File: src/rtl/prescaler_multi.sv
// Multi-channel prescaler: per-channel square wave, tick strobe and pending flag; outputs registered, one-edge latency.
// No backpressure: divisor writes are single-cycle strobes, applied at the channel's terminal count (or at once in HALT/sync).
module prescaler_multi #(
  parameter int          N_CH        = 4,
  parameter int          CNT_W       = 32,
  parameter int unsigned DEFAULT_DIV = 600000,
  parameter int          CH_W        = (N_CH > 1) ? $clog2(N_CH) : 1
) (
  input  logic             sysclk,
  input  logic             i_rst,
  input  logic             i_sync,
  input  logic             i_wr_en,
  input  logic [CH_W-1:0]  i_wr_ch,
  input  logic [CNT_W-1:0] i_wr_div,
  output logic [N_CH-1:0]  o_clk,
  output logic [N_CH-1:0]  o_tick,
  output logic [N_CH-1:0]  o_pend
);

  localparam logic [CNT_W-1:0] DIV_RST = CNT_W'(DEFAULT_DIV);

  logic [CNT_W-1:0] cnt_q      [N_CH];
  logic [CNT_W-1:0] cnt_d      [N_CH];
  logic [CNT_W-1:0] div_act_q  [N_CH];
  logic [CNT_W-1:0] div_act_d  [N_CH];
  logic [CNT_W-1:0] div_pend_q [N_CH];
  logic [CNT_W-1:0] div_pend_d [N_CH];
  logic [CNT_W-1:0] nxt_div    [N_CH];
  logic [N_CH-1:0]  pend_q, pend_d;
  logic [N_CH-1:0]  clk_q, clk_d;
  logic [N_CH-1:0]  tick_q, tick_d;
  logic [N_CH-1:0]  hit, tc, run;
  logic             wr_ok;

  // Out-of-range channel selects must not alias onto a real channel.
  assign wr_ok = i_wr_en && ({1'b0, i_wr_ch} < (CH_W+1)'(N_CH));

  for (genvar g = 0; g < N_CH; g++) begin : g_ch
    assign hit[g]     = wr_ok && (i_wr_ch == CH_W'(g));
    assign run[g]     = (div_act_q[g] != '0);
    assign tc[g]      = run[g] && (cnt_q[g] == div_act_q[g] - CNT_W'(1));
    // Same-cycle write beats the older pending value.
    assign nxt_div[g] = hit[g] ? i_wr_div : (pend_q[g] ? div_pend_q[g] : div_act_q[g]);
  end

  always_comb begin
    pend_d = pend_q;
    clk_d  = clk_q;
    tick_d = '0;
    for (int c = 0; c < N_CH; c++) begin
      cnt_d[c]      = cnt_q[c];
      div_act_d[c]  = div_act_q[c];
      div_pend_d[c] = div_pend_q[c];
      if (i_sync) begin
        cnt_d[c]     = '0;
        clk_d[c]     = 1'b0;
        div_act_d[c] = nxt_div[c];
        pend_d[c]    = 1'b0;
      end else if (!run[c]) begin
        cnt_d[c]  = '0;
        clk_d[c]  = 1'b0;
        pend_d[c] = 1'b0;
        if (hit[c]) div_act_d[c] = i_wr_div;
      end else if (tc[c]) begin
        cnt_d[c]     = '0;
        tick_d[c]    = 1'b1;
        div_act_d[c] = nxt_div[c];
        pend_d[c]    = 1'b0;
        clk_d[c]     = (nxt_div[c] == '0) ? 1'b0 : ~clk_q[c];
      end else begin
        cnt_d[c] = cnt_q[c] + CNT_W'(1);
        if (hit[c]) begin
          div_pend_d[c] = i_wr_div;
          pend_d[c]     = 1'b1;
        end
      end
    end
  end

  always_ff @(posedge sysclk) begin
    if (i_rst) begin
      for (int c = 0; c < N_CH; c++) begin
        cnt_q[c]      <= '0;
        div_act_q[c]  <= DIV_RST;
        div_pend_q[c] <= '0;
      end
      pend_q <= '0;
      clk_q  <= '0;
      tick_q <= '0;
    end else begin
      for (int c = 0; c < N_CH; c++) begin
        cnt_q[c]      <= cnt_d[c];
        div_act_q[c]  <= div_act_d[c];
        div_pend_q[c] <= div_pend_d[c];
      end
      pend_q <= pend_d;
      clk_q  <= clk_d;
      tick_q <= tick_d;
    end
  end

  assign o_clk  = clk_q;
  assign o_tick = tick_q;
  assign o_pend = pend_q;

endmodule

File: config.mk
export PLATFORM = sky130hd
export DESIGN_NAME = prescaler_multi
export DESIGN_NICKNAME = d
export VERILOG_FILES = /design/src/rtl/prescaler_multi.sv
export SDC_FILE = /design/constraint.sdc
export NUM_CORES = 1
export LEC_CHECK = 0
export ABC_CLOCK_PERIOD_IN_PS = 4400
export CORE_UTILIZATION = 65
export CTS_CLUSTER_DIAMETER = 80
export DETAILED_ROUTE_END_ITERATION = 16
export DONT_BUFFER_PORTS = 1
export GPL_ROUTABILITY_DRIVEN = 0
export PLACE_DENSITY = 0.79
export SLEW_MARGIN = 20
export SYNTH_ARGS = -nofsm -noshare
export SYNTH_HDL_FRONTEND = slang
export SYNTH_SLANG_ARGS = --single-unit
export TNS_END_PERCENT = 1
File: constraint.sdc
create_clock -name sysclk -period 4.4 [get_ports sysclk]
set_clock_uncertainty 0.1 [all_clocks]
set_input_delay 0.88 -clock sysclk [delete_from_list [all_inputs] [get_ports sysclk]]
set_output_delay 0.88 -clock sysclk [all_outputs]
set_load 0.01 [all_outputs]
==> summary.txt <==
Finish
  – # fillers: about 3000
  – Commonest cells after routing, fill and taps aside: 416 x nor2_1, 392 x dfxtp_1, 300 x nand2_1
  – P&R area growth vs syn: 4.74%
  – Final Util: a little over two thirds
  – Final Non-Filler Cells: between 3000 and 4000
  – # nets final: roughly 3000
  – Layout cells sized above 1: under 10%
  – Most common cell after layout, fill and taps aside: nor2_1
  – Diode count: 0

STA
  – Final setup TNS: 0 ns
  – Unrepaired setup endpoints after global routing: false
  – Endpoints failing hold: 0
  – Worst Tran Pin Value: around 1.2 ns
  – Part of the cycle the worst path needs: between 90% and 100%
  – Slew HR: just over 20%
  – Setup violators final: 0
  – Max Clock Freq: around 0.24 GHz
  – WHS: 0.272 ns
  – Final-report max-slew violation count: 0
  – Minimum clock period: a little over 4 ns

Critical path
  – Worst reg-to-reg setup slack: between 0.3 and 0.4 ns
  – Kind of critical path: reg2reg
  – Worst setup EP type: register
  – Crit-path max FO: 32
  – Crit start category: register
  – Critical Path AT: ~4.4 ns
  – RR Endpoint: div_pend_q[0][19]
  – Path depth of the worst reg2reg path: 11
  – RR Startpoint: div_act_q[0][0]
  – Req. time, crit path: ~4.7 ns

Placement
  – Detailed Place HPWL: just over 50 mm
  – Dpl cells: between 3000 and 4000
  – # port buffers: 0

Global route
  – Vias in the first global route: ~22000
  – Final global-route overflow total: 0
  – Largest net degree at the start of global routing: ~200
  – Grt met1 use: a little under half
  – Met2 usage: approximately three fifths
  – Met3 Use GR: approximately 9%
  – First-pass GRT wire length: 116 mm
  – Total global routing track utilization: a little under two fifths
  – Initial antenna violation count: 0
  – Gr busiest metal: met2

Power
  – Lkg Pwr: ~9.3 nW
  – Final Power: 8.62 mW
  – Worst VDD drop: around 0.28 mV
  – Cell Pwr Density: ~330 mW/mm2

Route
  – First DRT Iteration DRCs: ~2800
  – Detail Route Antenna Nets: 0
  – Routed WL per cell: approximately 21 um
  – 1st-pass router iterations: 6
  – Final wirelength: around 74 mm
  – Via Count: approximately 23000
  – DR vias/cell: approximately 6.6
  – DR DRC count: 0

CTS
  – Post-CTS setup buffer count: 0
  – Inserted Clock Buffers: between 40 and 50
  – H-tree Lvls: 2
  – Clk root buf: clkbuf_16
  – CTS Hold Bufs: 0
  – CTS clock-pin slew for the worst setup and hold paths: ~0.060 ns
  – TritonCTS clock tree: built
  – Clock net sink count: ~400
  – Clock buffer depth: 3
  – Clock Latency Late Sink: between 0.5 and 0.6 ns
  – CTS-repair resized insts: 0

Synthesis
  – Post-synth cell types: 98
  – Net count after synthesis: 3220
  – Register bit count reported by yosys: 396
  – Post-synth EDFFs: 0
  – Top FF cell, synth: dfxtp_1
  – Mapped Avg Cell Area: ~7.9 um2
  – Mapped Area: ~0.025 mm2
  – Warnings from Yosys: 0
  – Fraction of registers with async set/reset: 0%
  – Sequential area share after synthesis: a little under a third
  – Gate Count Post-Synth: 3174

Worst hold path
  – Worst hold path type: in2reg
  – Hold Crit Start: i_rst
  – Hold Crit Depth: 1
  – Hold Path Sink: div_pend_q[3][9]

Die
  – Core area: about 0.038 mm2
  – Die width: slightly below 200 um
  – Die Ht: approximately 200 um
  – Initial core utilization: about two thirds
  – Total die area: 0.0394 mm2
  – # IOs: 50
  – Cell row count: 71

Run
  – MaxCap Viol Count: 0

Run status
  – Outcome: complete, no violations
## state kept, by name (all words and copies together) (netlist names)
signal,flops
cnt_q,128
div_act_q,128
div_pend_q,128
o_clk,4
o_pend,4
o_tick,4
## layer usage
| metal | wire [um] | share of wire, % | vias up |
|---|---|---|---|
| met5 | 0 | 0 | - |
| met4 | 4090 | 5.5 | 0 |
| met3 | 8090 | 11 | 279 |
| met2 | 32600 | 44 | 1234 |
| met1 | 29700 | 40 | 10975 |
| li1 | - | - | 10805 |
## layout make-up
type	instances	area [um2]	area share [%]
Inverter	52	198	0.752
Timing Repair Buffer	40	350	1.33
Sequential cell	396	7930	30.2
Clock inverter	15	153	0.581
Tap cell	511	639	2.43
Multi-Input combinational cell	2436	15700	59.7
Clock buffer	65	1310	4.99
## worst max path at each step
stage          slack (ns)                end       startpoint
6_report             0.31  div_pend_q[0][19]  div_act_q[0][0]
5_1_grt              0.06  div_pend_q[1][12]  div_act_q[1][0]
4_1_cts              0.29       cnt_q[0][29]  div_act_q[0][0]
3_5_place_dp         0.34       cnt_q[0][29]  div_act_q[0][0]
3_3_place_gp         0.39  div_pend_q[0][22]  div_act_q[0][0]
2_1_floorplan        0.54       cnt_q[0][10]  div_act_q[0][0]
## where the power goes
| part | internal, mW | total [mW] | switching [mW] | leakage (nW) |
|---|---|---|---|---|
| clock network | 2.18 | 3.77 | 1.59 | 0.721 |
| logic | 0.400 | 0.981 | 0.581 | 5.39 |
| registers | 3.68 | 3.87 | 0.185 | 3.22 |
## per-stage QoR
step	area, um2	setup WS, ns
final	26300	0.310
after global routing	26300	0.0563
after CTS	26300	0.293
after detailed placement	24800	0.344
after global placement	24800	0.389
after floorplan	25100	0.543
## cells by family after synthesis
logic type      Yosys count  synth area share, %
compound gates          603                 15.7
simple gates           1254                 24.6
buf+inv                 342                 6.20
flops                   396                 31.6
fa+ha+maj                 8                0.399
mux                     290                 11.7
xor+xnor                281                 9.81
## Yosys cell counts, types with 51 or more instances
library cell  number  area share [%]
clkbuf_1         202             3.0
a21oi_1          187             3.7
dfxtp_1          396              32
inv_1             51            0.76
nor2_1           416             6.2
o21ai_0          148             3.0
xor2_1           125             4.4
nand4_1           63             1.6
mux2i_1          269              11
nor3_1           103             2.1
nand3_1          107             2.1
nand2_1          300             4.5
xnor2_1          156             5.4
a211oi_1          63             1.9
## critical path: stages (launching register included)
cell     delay, ns
dfxtp_1       0.37
inv_1         0.11
ha_1          0.17
or4b_2        0.64
nor4_1        0.35
xnor2_1       0.16
o21ai_0       0.09
or4_1         0.55
nor3b_1       0.41
a41oi_4       0.15
and3_2        0.58
mux2i_1       0.24
(Power assumes the default switching activity.)
